===== src/rtl/key_select_encoder.sv =====
// key_select_encoder: four active-low push-buttons -> registered 2-bit index
// of the most recently pressed key, feeding decoder2_4.in.
// Per key: 2-flop synchronizer, debouncer, press-edge detector; then a
// single-winner encoder with a hold register.
// Optional build macro SEL_ROUND_ROBIN_EN: round-robin winner selection among
// simultaneous presses instead of fixed highest-index priority.
module key_select_encoder #(
  parameter int DEBOUNCE_CYCLES = 16,
  parameter int CNT_W           = $clog2(DEBOUNCE_CYCLES + 1)
) (
  input  logic       clk,
  input  logic       reset,
  input  logic [3:0] key_n,
  input  logic       clear,
  output logic [3:0] key_state,
  output logic [1:0] sel,
  output logic       sel_valid,
  output logic       press_pulse
);

  // Counter value on which the next increment would reach DEBOUNCE_CYCLES.
  localparam logic [CNT_W-1:0] CNT_LAST = CNT_W'(DEBOUNCE_CYCLES - 1);

  logic [3:0]       sync_p0;
  logic [3:0]       sync_p1;
  logic [3:0]       act_p1;
  logic [CNT_W-1:0] cnt_p1 [4];
  logic [3:0]       key_state_d_p2;
  logic [3:0]       press_p2;
  logic             any_press_p2;
  logic [1:0]       win_p2;

  // Stage 0/1: two-flop synchronizer; flops idle at 1 (button released).
  always_ff @(posedge clk) begin
    if (reset) begin
      sync_p0 <= 4'hF;
      sync_p1 <= 4'hF;
    end else begin
      sync_p0 <= key_n;
      sync_p1 <= sync_p0;
    end
  end

  assign act_p1 = ~sync_p1;

  // Stage 1 -> key_state: per-key debounce; level flips only after a full run of disagreement.
  always_ff @(posedge clk) begin
    if (reset) begin
      key_state <= 4'b0000;
      for (int i = 0; i < 4; i++) cnt_p1[i] <= '0;
    end else begin
      for (int i = 0; i < 4; i++) begin
        if (act_p1[i] == key_state[i]) begin
          cnt_p1[i] <= '0;
        end else if (cnt_p1[i] == CNT_LAST) begin
          key_state[i] <= ~key_state[i];
          cnt_p1[i]    <= '0;
        end else begin
          cnt_p1[i] <= cnt_p1[i] + 1'b1;
        end
      end
    end
  end

  // Stage 2: delayed debounced level for rising-edge (press) detection.
  always_ff @(posedge clk) begin
    if (reset) key_state_d_p2 <= 4'b0000;
    else       key_state_d_p2 <= key_state;
  end

  // Release edges are deliberately ignored; only new presses compete.
  assign press_p2     = key_state & ~key_state_d_p2;
  assign any_press_p2 = |press_p2;

`ifdef SEL_ROUND_ROBIN_EN
  logic [1:0] ptr;
  logic [1:0] cand_p2;
  logic       found_p2;

  // Round-robin pick: search starts just after the last winner and wraps to it.
  always_comb begin
    win_p2   = ptr;
    cand_p2  = ptr;
    found_p2 = 1'b0;
    for (int k = 1; k <= 4; k++) begin
      cand_p2 = ptr + 2'(k);
      if (!found_p2 && press_p2[cand_p2]) begin
        win_p2   = cand_p2;
        found_p2 = 1'b1;
      end
    end
  end

  // Pointer remembers the last winner; clear leaves it alone.
  always_ff @(posedge clk) begin
    if (reset)             ptr <= 2'd3;
    else if (any_press_p2) ptr <= win_p2;
  end
`else
  // Fixed priority pick: the highest pressed index wins.
  always_comb begin
    win_p2 = 2'd0;
    if (press_p2[3])      win_p2 = 2'd3;
    else if (press_p2[2]) win_p2 = 2'd2;
    else if (press_p2[1]) win_p2 = 2'd1;
    else                  win_p2 = 2'd0;
  end
`endif

  // Stage 3: hold register; a press beats a simultaneous clear.
  always_ff @(posedge clk) begin
    if (reset) begin
      sel         <= 2'b00;
      sel_valid   <= 1'b0;
      press_pulse <= 1'b0;
    end else if (any_press_p2) begin
      sel         <= win_p2;
      sel_valid   <= 1'b1;
      press_pulse <= 1'b1;
    end else begin
      press_pulse <= 1'b0;
      if (clear) begin
        sel       <= 2'b00;
        sel_valid <= 1'b0;
      end
    end
  end

endmodule


===== config.mk =====
export PLATFORM = sky130hd
export DESIGN_NAME = key_select_encoder
export DESIGN_NICKNAME = d
export VERILOG_FILES = /design/src/rtl/key_select_encoder.sv
export SDC_FILE = /design/constraint.sdc
export NUM_CORES = 1
export LEC_CHECK = 0
export CELL_PAD_IN_SITES_DETAIL_PLACEMENT = 1
export CELL_PAD_IN_SITES_GLOBAL_PLACEMENT = 2
export CORE_UTILIZATION = 37
export DETAILED_ROUTE_END_ITERATION = 6
export PLACE_DENSITY_LB_ADDON = 0.1
export REMOVE_ABC_BUFFERS = 1
export SLEW_MARGIN = 20
export SYNTH_ARGS = -nofsm -noshare
export SYNTH_HDL_FRONTEND = slang
export SYNTH_SLANG_ARGS = --single-unit

===== constraint.sdc =====
create_clock -name clk -period 1.9 [get_ports clk]
set_input_delay 0.475 -clock clk [delete_from_list [all_inputs] [get_ports clk]]
set_output_delay 0.475 -clock clk [all_outputs]
set_load 0.01 [all_outputs]

==> summary.md, run 1 <==
| Metric | Value |
|---|---|
| Status | `complete, no violations` |
| Synth area leaders | `edfxtp_1, dfxtp_1, ha_1, nor2_1, xor2_1` |
| Worst-path maximum fanout | `5` |
| Clock latency on the worst-skew pair | `0.28 ns` |
| Clock skew | `0.00402 ns` |
| Post-CTS Resized | `0` |
| HPWL after DPL | `about 2000 µm` |
| Fin crit share | `roughly 92%` |
| Critical R2R Capture | `cnt_p1[1][3]` |
| Hold_buf cts | `0` |
| Ys Warns | `0` |
| Synth Area in Compound Gates | `3.06%` |
| GR Layer Usage met1 | `~15%` |
| Tmin final | `1.76 ns` |
| First-pass GRT wire length | `4260 µm` |
| Yosys top cell by area | `edfxtp_1` |
| Layout cells sized above 1 | `12.8%` |
| Power Dens Cells | `870 mW/mm²` |
| Worst reg2reg setup slack | `0.14 ns` |
| CP startpoint | `cnt_p1[1][0]` |
| Syn Std Cell Area | `0.00164 mm²` |
| GR peak layer | `met2` |
| Post-route cell area | `0.00204 mm²` |
| Die W | `68.5 µm` |
| Placed inst area | `0.00192 mm²` |
| Area growth syn-to-layout | `24.9%` |
| First drt pass iteration count | `4` |
| Setup violations, final | `0` |
| Worst EP arrival | `1.90 ns` |
| CTS Sinks | `40` |
| CTS tree | `done` |
| Buffer count from post-CTS setup fixing | `0` |
| GRT overflow | `0` |
| Initial antenna violation count | `0` |
| Port Buffers | `14` |
| Vias in the first global route | `just over 1k` |
| Adder-Cell Fraction of Synth Area | `6.12%` |
| Via count | `1019` |
| Max Buffers Root-to-Sink | `2` |
| Largest net degree at the start of global routing | `13` |
| Clk root buf | `clkbuf_8` |
| WS Path Type | `reg -> reg` |
| FP Rows | `23` |
| Place WS | `0.0376 ns` |
| Fmax | `0.570 GHz` |
| Core Box Area | `0.00412 mm²` |
| Simple-Gate Fraction of Synth Area | `20.6%` |
| Synth cell count leaders | `nor2_1, dfxtp_1, edfxtp_1` |
| Seq cells post-synth | `40` |
| GR Util met3 | `under 10%` |
| Initial Utilization | `39.7%` |
| Post-DR vias/cell | `roughly 4.4` |
| Post-route setup TNS | `0 ns` |
| Yosys top cell area share | `36.7%` |
| Crit path required time | `2.05 ns` |
| Register area share after synthesis | `approximately 60%` |
| Die ar. | `0.00469 mm²` |
| Hold_ws | `0.414 ns` |
| Final std cells w/o fill | `229` |
| Syn Inst Count | `138` |
| Hold crit path type | `reg -> reg` |
| Fin nets | `between 150 and 200` |
| Post-synthesis mux area share | `0%` |
| Total wire length | `2570 µm` |
| LEAKAGE | `0.000830 µW` |
| Routed Antenna Nets | `0` |
| DRC Markers | `0` |
| Post-DR wirelength/cell | `11.2 µm` |
| Number of synthesized flops with an enable pin | `20` |
| Worst Setup EP | `cnt_p1[1][3]` |
| Largest family of logic cells by synthesized area | `simple AND/OR/NAND/NOR gates` |
| Worst reg2reg path startpoint | `cnt_p1[1][0]` |
| Max VDD drop | `0.664 mV` |
| Total GRT Usage | `between 10% and 20%` |
| Met2 usage | `21.1%` |
| Initial DRC Count | `27` |
| Syn avg cell area | `11.9 µm²` |
| Worst setup margin | `between 0.1 and 0.15 ns` |
| H-Tree Depth | `2` |
| Post-Synth XOR/XNOR Area | `approximately 6.4%` |
| Most common cell in the synthesized netlist | `nor2_1` |
| Reg2reg path depth | `5` |
| Max-slew violation count | `0` |
| Placed cells | `221` |
| Crit path capture type | `register` |
| ANT cells | `0` |
| Distinct cells, synth | `22` |
| Boundary pin count | `15` |
| Clock transition at path regs | `roughly 0.080 ns` |
| Max cap viols | `0` |
| Final Hold Viols | `0` |
| Dominant synthesized flop cell | `edfxtp_1` |
| RSZ-0062 raised after global routing | `false` |
| Asr flop ratio synth | `0%` |
| CTS Buf Count | `5` |
| Global placer's final weighted congestion | `0.742` |
| Die span in y | `68.5 µm` |
| CP startpoint kind | `register` |
==> per-stage QoR <==
step | power (µW) | utilization (%)
6_report | 1780 | 49.6
5_1_grt | 1850 | 49.6
4_1_cts | 1800 | 49.6
3_5_place_dp | 1050 | 46.5
3_3_place_gp | 1050 | 46.5
2_1_floorplan | 1010 | -
==> cell type report <==
class                   instances  area, µm²
clock buffers                   7       96.3
clock inverters                 1       30.0
flip-flops and latches         40       1000
fillers                       456       2070
inverters                       8       30.0
multi-input cells             107        667
well taps                      50       62.6
repair buffers                 16        155
==> logic make-up (layout without fill, tap and decap cells) <==
group / after synthesis / in the layout
and+or+nand+nor: 59 / 59
DFF: 40 / 40
xor gates and xnor gates: 12 / 12
buffers and inverters: 10 / 32
adders and majority gates: 8 / 8
AOI/OAI and AO/OA: 8 / 8
other: 1 / 20
==> cells in the final DEF, fill, tap and decap left out, drive strengths merged, types with 7 or more instances in the layout <==
cell type	Yosys	layout
clkbuf	1	7
clkdlybuf4s50	0	14
dfxtp	20	20
inv	8	8
edfxtp	20	20
ha	8	8
nor2b	7	7
nor2	26	26
or2	8	8
conb	1	20
xor2	8	8
==> worst min-delay path by stage <==
stage / start / endpoint / cells past startpoint
floorplan: sync_p0[0] / sync_p1[0] / 1
global placement: sync_p0[3] / sync_p1[3] / 1
detailed placement: sync_p0[3] / sync_p1[3] / 1
CTS: sync_p0[3] / sync_p1[3] / 1
global route: sync_p0[3] / sync_p1[3] / 1
finish: sync_p0[3] / sync_p1[3] / 1
==> routing by layer <==
layer,vias up,routed length (µm)
met4,0,42
met5,-,0
li1,521,-
met3,5,127
met1,475,1220
met2,18,1180
==> report_power, final <==
group	internal, µW	total, µW	switching (µW)
clock	463	742	279
sequential	934	951	16.7
combinational	43.2	83.0	39.8
==> critical path, cell delays in order, from the launching register on <==
cell and delay (ns):
edfxtp_1 0.42, ha_1 0.24, and3_1 0.20, ha_1 0.21, or3_4 0.43, nor2_1 0.12
==> sequential cells by signal, indices dropped and copies added, names as in the netlist <==
name	cells
sel_valid	1
sync_p0	4
sync_p1	4
press_pulse	1
key_state_d_p2	4
key_state	4
sel	2
cnt_p1	20
No activity file was read; power rests on OpenSTA's default activity.
==> run 2: changes to the inputs <==
Clock period 1.9 ns to 1.7 ns, I/O delays scaled along.
==> summary.md, run 2 (synthesized netlist as in run 1, its figures left out) <==
| Metric | Value |
|---|---|
| Status | `complete, no violations` |
| Via count | `1078 (+5.8%)` |
| Die span in y | `68.5 µm (unchanged)` |
| Worst reg2reg path startpoint | `cnt_p1[2][1]` |
| Final Hold Viols | `0 (unchanged)` |
| RSZ-0062 raised after global routing | `false` |
| HPWL after DPL | `2060 µm (+5.0%)` |
| Hold depth | `1 (unchanged)` |
| Reg2reg path depth | `5 (unchanged)` |
| First drt pass iteration count | `4 (unchanged)` |
| Most flops, register | `cnt_p1` |
| GRT overflow | `0 (unchanged)` |
| Total wire length | `2860 µm (+11%)` |
| Worst reg2reg setup slack | `0.07 ns (-0.08 ns)` |
| P_int | `1440 µW (about the same)` |
| Clk root buf | `clkbuf_8` |
| FP Rows | `23 (unchanged)` |
| Post-DR vias/cell | `4.47 (+0.52%)` |
| Routed Antenna Nets | `0 (unchanged)` |
| CTS tree | `done` |
| Critical R2R Capture | `cnt_p1[2][2]` |
| CTS Buf Count | `5 (unchanged)` |
| Max reg flops | `20 (unchanged)` |
| Area growth syn-to-layout | `31.2%` |
| Commonest cells after routing, fill and taps aside | `edfxtp_1, conb_1, dfxtp_1` |
| Place WS | `-0.0252 ns (-0.0628 ns)` |
| Slowest cell on crit path | `or3_4` |
| Max Buffers Root-to-Sink | `2 (unchanged)` |
| Hold_ws | `0.413 ns (-0.00119 ns)` |
| Sw power | `378 µW (+13%)` |
| DRC Markers | `0 (unchanged)` |
| Clock latency on the worst-skew pair | `0.28 ns (about the same)` |
| HP Start | `sync_p0[2]` |
| Largest net degree at the start of global routing | `12 (-1)` |
| Max incr delay on CP | `0.44 ns (about the same)` |
| ANT cells | `0 (unchanged)` |
| Crit path capture type | `register` |
| Setup violations, final | `0 (unchanged)` |
| Crit path required time | `1.85 ns (-0.20 ns)` |
| CP bufs+invs | `0 (unchanged)` |
| First-pass GRT wire length | `4480 µm (+5.2%)` |
| Hold_buf cts | `0 (unchanged)` |
| Initial antenna violation count | `0 (unchanged)` |
| Logic gate share of total power | `6.6% (+1.9 points)` |
| Initial Utilization | `39.7% (unchanged)` |
| Clock network power share | `34.9% (-6.9 points)` |
| Port Buffers | `14 (unchanged)` |
| Global placer's final weighted congestion | `0.709 (-4.4%)` |
| Fill count | `446 (-2.2%)` |
| Reg power frac | `58.5% (+5.0 points)` |
| Fmax | `0.613 GHz (+7.6%)` |
| Hold crit path type | `reg -> reg` |
| Worst EP arrival | `1.78 ns (-0.12 ns)` |
| Area occupied by multi-input gates | `712 µm² (+6.8%)` |
| Worst-path maximum fanout | `5 (unchanged)` |
| Fin nets | `205 (+6.2%)` |
| Max cap viols | `0 (unchanged)` |
| Total GRT Usage | `13.5% (+0.73 points)` |
| Worst setup margin | `0.0677 ns (-0.0766 ns)` |
| Vias in the first global route | `1016 (-0.29%)` |
| H-Tree Depth | `2 (unchanged)` |
| Boundary pin count | `15 (unchanged)` |
| Max VDD drop | `0.535 mV (-19%)` |
| Max-slew violation count | `0 (unchanged)` |
| Most used cell, CP | `ha_2` |
| CP startpoint kind | `register` |
| Die W | `68.5 µm (unchanged)` |
| Fin crit share | `96.0% (+3.6 points)` |
| Initial DRC Count | `63 (+130%)` |
| Core Box Area | `0.00412 mm² (unchanged)` |
| Switch share | `20.8% (+1.9 points)` |
| LEAKAGE | `0.000859 µW (+3.4%)` |
| Post-DR wirelength/cell | `11.9 µm (+5.5%)` |
| Clock transition at path regs | `0.07 ns (about the same)` |
| Layout cells sized above 1 | `28.8% (+16 points)` |
| CTS Sinks | `40 (unchanged)` |
| Hold Path End | `sync_p1[2]` |
| Cell family with most CP delay | `simple AND/OR/NAND/NOR gates` |
| Die ar. | `0.00469 mm² (unchanged)` |
| Tmin final | `1.63 ns (-0.123 ns)` |
| Worst path cell trace | `ha_2 -> and3_1 -> ha_2 -> or3_4 -> nor2_2` |
| WS Path Type | `reg -> reg` |
| Register area | `0.00101 mm² (+0.50%)` |
| Power Dens Cells | `847 mW/mm² (-2.6%)` |
| Clock skew | `0.00446 ns (+0.000447 ns)` |
-- run 2: worst max path at each step --
stage | start | cells past startpoint | slack (ns) | end
3_5_place_dp | cnt_p1[1][0] | 5 | -0.03 | cnt_p1[1][2]
3_3_place_gp | reset | 4 | 0.02 | cnt_p1[3][2]
4_1_cts | cnt_p1[3][0] | 5 | 0.0005 | cnt_p1[3][3]
2_1_floorplan | cnt_p1[1][0] | 5 | 0.08 | cnt_p1[1][2]
5_1_grt | cnt_p1[3][1] | 5 | 0.008 | cnt_p1[3][2]
6_report | cnt_p1[2][1] | 5 | 0.07 | cnt_p1[2][2]
-- run 2: per-stage QoR --
step | cells | util (%) | power (µW) | instance area, µm² | TNS (ns)
final | 241 | 52.1 | 1820 | 2150 | 0
after detailed placement | 227 | 47.6 | 1190 | 1960 | -0.0398
after global routing | 241 | 52.1 | 1890 | 2150 | 0
after floorplan | 155 | - | 1130 | 1700 | 0
after global placement | 227 | 47.6 | 1180 | 1960 | 0
after CTS | 236 | 50.3 | 1830 | 2070 | 0
-- run 2: timing repair --
action,4_1_cts,5_1_grt
pin swaps,1,8
resized for setup,7,15
cloned,0,0
setup endpoints to repair,15,21
buffers inserted,1,5
-- run 2: per-layer routing --
metal / routed length (µm) / vias to the layer above / GRT usage [%] / share of wire (%)
li1: - / 546 / - / -
met4: 36 / 0 / 5.47 / 1.3
met2: 1430 / 19 / 21.9 / 50
met1: 1270 / 509 / 16.2 / 44
met5: 0 / - / 0 / 0
met3: 129 / 4 / 4.50 / 4.5
-- run 2: layout make-up --
cell class              instances  area share [%]
flip-flops and latches         40            46.9
multi-input cells             107            33.2
inverters                       8            1.40
repair buffers                 28            11.4
well taps                      50            2.92
clock buffers                   8            4.20
-- run 2: worst register-to-register path, stage by stage, from the launching register on --
cell	delay (ns)
edfxtp_1	0.40
ha_2	0.21
and3_1	0.18
ha_2	0.18
or3_4	0.44
nor2_2	0.10
-- run 2: power by group through the flow --
stage	Clock [µW]	Sequential, µW	Combinational, µW
global placement	0	1080	98.4
CTS	662	1060	107
global route	689	1070	135
floorplan	0	1080	53.1
finish	635	1060	120
detailed placement	0	1080	103
